### config.mk
export PLATFORM = sky130hd
export DESIGN_NAME = tiny_alu_flat
export DESIGN_NICKNAME = d
export VERILOG_FILES = /design/src/rtl/tiny_alu_pkg.sv /design/src/rtl/tiny_alu_if.sv /design/src/rtl/tiny_alu_mul.sv /design/src/rtl/tiny_alu.sv /design/src/flat_wrapper.sv
export SDC_FILE = /design/constraint.sdc
export NUM_CORES = 1
export LEC_CHECK = 0
export CORE_UTILIZATION = 45
export CTS_BUF_LIST = sky130_fd_sc_hd__clkbuf_4 sky130_fd_sc_hd__clkbuf_8
export CTS_CLUSTER_DIAMETER = 200
export DETAILED_ROUTE_END_ITERATION = 8
export GPL_TIMING_DRIVEN = 0
export MAX_ROUTING_LAYER = met4
export PLACE_DENSITY_LB_ADDON = 0.25
export SLEW_MARGIN = 20
export SYNTH_ARGS = -nofsm -noshare
export SYNTH_HDL_FRONTEND = slang
export SYNTH_SLANG_ARGS = --single-unit
export TNS_END_PERCENT = 30
### constraint.sdc
create_clock -name clk -period 4.28 [get_ports clk]
set_clock_uncertainty 0.15 [all_clocks]
set_input_delay 0.428 -clock clk [delete_from_list [all_inputs] [get_ports clk]]
set_output_delay 0.428 -clock clk [all_outputs]
set_load 0.01 [all_outputs]
### src/rtl/tiny_alu_pkg.sv
// rtl/tiny_alu_pkg.sv - shared widths, opcode/state enums and the single-cycle result function for tiny_alu
package tinyalu_pkg;

  localparam int OP_W   = 3;
  localparam int DATA_W = 8;
  localparam int RES_W  = 16;

  typedef enum logic [OP_W-1:0] {
    no_op  = 3'd0,
    add_op = 3'd1,
    and_op = 3'd2,
    xor_op = 3'd3,
    mul_op = 3'd4,
    rst_op = 3'd7
  } operation_t;

  typedef enum logic [1:0] {
    IDLE     = 2'd0,
    BUSY     = 2'd1,
    WAIT_LOW = 2'd2
  } state_t;

  // no_op and the reserved opcodes still complete, with a zero result
  function automatic logic [RES_W-1:0] single_cycle_result(
    input logic [OP_W-1:0]   op,
    input logic [DATA_W-1:0] a,
    input logic [DATA_W-1:0] b
  );
    logic [RES_W-1:0] r;
    r = '0;
    case (op)
      add_op:  r = {7'b0, {1'b0, a} + {1'b0, b}};
      and_op:  r = {8'b0, a & b};
      xor_op:  r = {8'b0, a ^ b};
      default: r = '0;
    endcase
    return r;
  endfunction

endpackage

### src/rtl/tiny_alu_if.sv
// rtl/tiny_alu_if.sv - operand/opcode request and done/result response bundle for tiny_alu
interface tinyalu_interface;
  import tinyalu_pkg::*;

  logic [DATA_W-1:0] A;
  logic [DATA_W-1:0] B;
  logic [OP_W-1:0]   op;
  logic              start;
  logic              done;
  logic [RES_W-1:0]  result;

  modport master (output A, B, op, start, input done, result);
  modport slave  (input A, B, op, start, output done, result);

endinterface

### src/rtl/tiny_alu_mul.sv
// rtl/tiny_alu_mul.sv - 3-stage registered 8x8 unsigned multiplier with a valid pipeline
module tiny_alu_mul
  import tinyalu_pkg::*;
(
  input  logic              clk,
  input  logic              reset_n,
  input  logic              valid_i,
  input  logic [DATA_W-1:0] a_i,
  input  logic [DATA_W-1:0] b_i,
  output logic              last_o,
  output logic              valid_o,
  output logic [RES_W-1:0]  prod_o
);

  logic [DATA_W-1:0]  a_q, b_q;
  logic [DATA_W+3:0]  pp_lo_q, pp_hi_q;
  logic [RES_W-1:0]   prod_q;
  logic               v1_q, v2_q, v3_q;

  // stage 1 captures operands, stage 2 forms nibble partial products, stage 3 sums
  always_ff @(posedge clk) begin
    if (!reset_n) begin
      a_q     <= '0;
      b_q     <= '0;
      pp_lo_q <= '0;
      pp_hi_q <= '0;
      prod_q  <= '0;
      v1_q    <= 1'b0;
      v2_q    <= 1'b0;
      v3_q    <= 1'b0;
    end else begin
      v1_q <= valid_i;
      v2_q <= v1_q;
      v3_q <= v2_q;
      if (valid_i) begin
        a_q <= a_i;
        b_q <= b_i;
      end
      pp_lo_q <= {4'b0, a_q} * {8'b0, b_q[3:0]};
      pp_hi_q <= {4'b0, a_q} * {8'b0, b_q[7:4]};
      prod_q  <= {4'b0, pp_lo_q} + {pp_hi_q, 4'b0};
    end
  end

  assign last_o  = v2_q;
  assign valid_o = v3_q;
  assign prod_o  = prod_q;

endmodule

### src/rtl/tiny_alu.sv
// rtl/tiny_alu.sv - 8-bit ALU with start/done handshake: control FSM, single-cycle unit, result mux
module tiny_alu
  import tinyalu_pkg::*;
(
  input  logic       clk,
  input  logic       reset_n,
  tinyalu_interface.slave bus
);

  state_t           state_q, state_d;
  logic             done_q, done_d;
  logic [RES_W-1:0] result_q, result_d;
  logic             mul_go;
  logic             mul_last;
  logic             mul_valid;
  logic [RES_W-1:0] mul_prod;

  tiny_alu_mul u_mul (
    .clk     (clk),
    .reset_n (reset_n),
    .valid_i (mul_go),
    .a_i     (bus.A),
    .b_i     (bus.B),
    .last_o  (mul_last),
    .valid_o (mul_valid),
    .prod_o  (mul_prod)
  );

  always_ff @(posedge clk) begin
    if (!reset_n) begin
      state_q  <= IDLE;
      done_q   <= 1'b0;
      result_q <= '0;
    end else begin
      state_q  <= state_d;
      done_q   <= done_d;
      result_q <= result_d;
    end
  end

  always_comb begin
    state_d  = state_q;
    done_d   = 1'b0;
    result_d = result_q;
    mul_go   = 1'b0;
    // the product is already visible through the output mux; latch it to hold it
    if (mul_valid) begin
      result_d = mul_prod;
    end
    case (state_q)
      IDLE: begin
        if (bus.start) begin
          if (bus.op == mul_op) begin
            mul_go  = 1'b1;
            state_d = BUSY;
          end else begin
            done_d   = 1'b1;
            result_d = single_cycle_result(bus.op, bus.A, bus.B);
            state_d  = WAIT_LOW;
          end
        end
      end
      BUSY: begin
        if (mul_last) begin
          state_d = WAIT_LOW;
        end
      end
      WAIT_LOW: begin
        if (!bus.start) begin
          state_d = IDLE;
        end
      end
      default: state_d = IDLE;
    endcase
  end

  // both terms come straight from registers, so no input reaches an output combinationally
  assign bus.done   = done_q | mul_valid;
  assign bus.result = mul_valid ? mul_prod : result_q;

endmodule

### src/flat_wrapper.sv
// flat-port wrapper written by rule: the top's interface ports become plain ports
module tiny_alu_flat import tinyalu_pkg::*;
  (clk, reset_n, bus_A, bus_B, bus_op, bus_start, bus_done, bus_result);
  tinyalu_interface bus_i ();
  input  logic clk;
  input  logic reset_n;
  input wire logic [$bits(bus_i.A)-1:0] bus_A;
  input wire logic [$bits(bus_i.B)-1:0] bus_B;
  input wire logic [$bits(bus_i.op)-1:0] bus_op;
  input wire logic [$bits(bus_i.start)-1:0] bus_start;
  output wire logic [$bits(bus_i.done)-1:0] bus_done;
  output wire logic [$bits(bus_i.result)-1:0] bus_result;
  assign bus_i.A = bus_A;
  assign bus_i.B = bus_B;
  assign bus_i.op = bus_op;
  assign bus_i.start = bus_start;
  assign bus_done = bus_i.done;
  assign bus_result = bus_i.result;
  tiny_alu u_core (.clk(clk), .reset_n(reset_n), .bus(bus_i));
endmodule
==> results_dict.tcl <==
set metrics [dict create \
    start_util_pct 46.13 \
    place.gp.congestion 0.8976 \
    crit_path_max_fanout 9 \
    place_area_sq_mm 0.005827 \
    pwr-share-clk_pct 38.6 \
    pwr-share-comb_pct 10.1 \
    async_reset_ff_share_pct 0 \
    avgSynthCellArea_sq_um 8.943 \
    finalSetupViolations 0 \
    p_leak_nw 2.748 \
    area_delta_synth_final_pct 14.56 \
    grt_start_max_net_pins 14 \
    period_share_pct 85.66 \
    outcome "finished, final reports clean" \
    cts_buffers 9 \
    design_area_sq_mm 0.006035 \
    synth_edf_count 0 \
    clk_path_buf_depth 2 \
    yosysTopAreaCell "dfxtp_1" \
    firstDrtPassIters 5 \
    die_area_sq_mm 0.01214 \
    ant_nets 0 \
    crit_required_ns 4.38 \
    swShare_pct 23.90 \
    synthSimpleGateAreaFrac_pct 22.80 \
    cp.arrival_ns 3.77 \
    cap_violations 0 \
    relSlewSlack_pct 57.38 \
    grt_pass1_wl_um 18800 \
    tightest_slew_ns 0.6393 \
    synthAdderAreaFrac_pct 21.28 \
    synth_area_leaders "dfxtp_1 (30%), ha_1 (11%), fa_1 (9.9%), and2_1 (8.2%), nand2_1 (5.6%)" \
    power_frac_seq_pct 51.3 \
    synth-xor-area-share_pct 2.827 \
    dieHeight_um 110.2 \
    dp_cells 770 \
    core_area_sq_mm 0.01142 \
    fin_crit_ns 3.666 \
    hold_viol_final 0 \
    antenna_cells 0 \
    cts_tree "done" \
    grt_util_all_layers_pct 21.31 \
    placementRows 39 \
    drive_gt1_share_pct 8.554 \
    yosysSeqAreaShare_pct 29.64 \
    ys_ff_latch 78 \
    layout.nets 734 \
    power.density_mw_per_mm2 239.6 \
    htree_num_levels 3 \
    clock.fmax_mhz 272.8 \
    peakVddDrop_mv 0.1980 \
    routed_via_density 5.135 \
    antenna_found_initial 0 \
    syn-cell-area_sq_mm 0.005268 \
    clock_sinks 78 \
    hp-class "reg2reg" \
    ys_warn_count 0 \
    drt_iter0_markers 153 \
    final-max-slew-violation-count 0 \
    netSwitchingPower_mw 0.3455 \
    crit_type "reg2reg" \
    wl_um 11830 \
    cts_root_buf "clkbuf_8" \
    drc 0 \
    dp_hpwl_um 9654 \
    synthFlopType "dfxtp_1" \
    clk_pin_slew_ns 0.08 \
    rsz0062_at_grt "false" \
    post_cts_buffers 0 \
    synth_mux_area_share_pct 5.107 \
    grt_pass1_vias 3873 \
    io_buffers 38 \
    netlist.area_leader.share_pct 29.64 \
    synth_top_family_by_area "simple AND/OR/NAND/NOR gates" \
    yosysUniqueCellTypes 59 \
    critPathCaptureType "register" \
    grt-ovfl-total 0 \
    tns_ns 0 \
    netlist_instances 589 \
    fin_cells 786 \
    vias 4036 \
    clock_latency_ns 0.35 \
    cts_resized 0 \
    syn-num-nets 685 \
    holdBufCountCts 0 \
    p_int_mw 1.100 \
    ioPinCount 39 \
    die_width_um 110.2 \
    synth_compound_area_share_pct 13.14 \
    start_kind "register" \
    wl_per_cell_um 15.05 \
]
[metal layers]
layer	track usage [%]	up-vias	share of wire, %
met2	33.62	82	46
met3	3.469	18	3.4
met4	5.357	0	1.4
li1	-	2043	-
met5	-	-	0
met1	28.55	1893	49
[metrics by stage]
| step | setup slack [ns] | power (mW) | utilization (%) | hold slack, ns |
|---|---|---|---|---|
| 5_1_grt | 0.3505 | 1.502 | 52.85 | 0.3038 |
| 3_5_place_dp | 0.6817 | 0.9036 | 51.03 | 0.2700 |
| 3_3_place_gp | 0.7588 | 0.9030 | 51.03 | 0.2677 |
| 6_report | 0.6139 | 1.446 | 52.85 | 0.2852 |
| 4_1_cts | 0.6341 | 1.457 | 52.85 | 0.2834 |
| 2_1_floorplan | 1.078 | 0.8365 | - | 0.2619 |
[layout make-up]
cell class	instances	area [sq um]
Fill cell	1083	5384
Multi-Input combinational cell	441	3432
Tap cell	143	178.9
Timing Repair Buffer	38	380.4
Inverter	53	198.9
Clock buffer	12	152.6
Buffer	17	75.07
Sequential cell	78	1562
Clock inverter	4	55.05
[cell usage in the layout (no fill, tap or decap), types with 7 or more instances in the layout]
cell             Yosys  layout
clkbuf_8             0      10
ha_1                48      48
xnor2_1             11      11
inv_1               53      53
mux2i_1             10      10
o21ai_0             13      13
clkbuf_1            10      10
a21boi_0            11      11
nand2_1             79      79
fa_1                26      26
mux2_2              15      15
dfxtp_1             78      78
a21boi_1             7       7
a21oi_1             21      21
and2_1              69      69
nor2_1              24      24
nor2b_1             16      16
nand2b_1             9       9
a21o_1               8       8
clkdlybuf4s50_1      0      38
[critical path, stage by stage (launching register included)]
cell     delay, ns
dfxtp_1       0.53
nand2_1       0.14
fa_1          0.55
inv_1         0.06
fa_1          0.51
ha_1          0.31
a21oi_1       0.22
nor2_1        0.10
o31ai_1       0.29
a21oi_1       0.15
a31oi_1       0.26
mux2i_1       0.29
[cell usage after synthesis, drive strengths merged (3+ instances only)]
master	instances
o21ai	15
dfxtp	78
nand2b	9
a21oi	22
xor2	6
a31oi	3
mux2i	10
a211oi	3
nor2	26
xnor2	11
ha	48
mux2	15
a21o	8
clkbuf	10
and3	6
o21bai	4
o21a	4
nand2	80
nor2b	17
inv	53
and2	69
buf	7
fa	26
a21boi	18
nand3	8
[kinds of logic after synthesis]
| family | Yosys count |
|---|---|
| compound gates | 96 |
| mux | 25 |
| xor+xnor | 17 |
| buf+inv | 70 |
| fa+ha+maj | 74 |
| flops | 78 |
| simple gates | 229 |
[worst paths after layout]
kind	from	endpoint	slack [ns]	depth (start not counted)
worst max-delay path	u_core.u_mul.b_q[3]	u_core.u_mul.pp_lo_q[11]	0.61	11
worst min register to register	u_core.u_mul.pp_lo_q[1]	u_core.u_mul.prod_o[1]	0.29	1
worst min-delay path	u_core.u_mul.pp_lo_q[1]	u_core.u_mul.prod_o[1]	0.29	1
worst max register to register	u_core.u_mul.b_q[3]	u_core.u_mul.pp_lo_q[11]	0.61	11
[sequential cells by signal, summed over array words and instances (netlist names)]
name / flops
u_core.done_q: 1
u_core.u_mul.prod_o: 16
u_core.u_mul.last_o: 1
u_core.u_mul.pp_lo_q: 12
u_core.u_mul.b_q: 8
u_core.result_q: 16
u_core.u_mul.pp_hi_q: 12
u_core.u_mul.valid_o: 1
u_core.u_mul.v1_q: 1
u_core.u_mul.a_q: 8
u_core.state_q: 2
[power by group through the flow]
stage	combinational [mW]	sequential (mW)	clock (mW)
final	0.146	0.742	0.558
after global routing	0.159	0.743	0.600
after CTS	0.146	0.742	0.569
after detailed placement	0.145	0.759	0
after global placement	0.145	0.758	0
after floorplan	0.0815	0.755	0
Power figures use the tool's default switching activity.
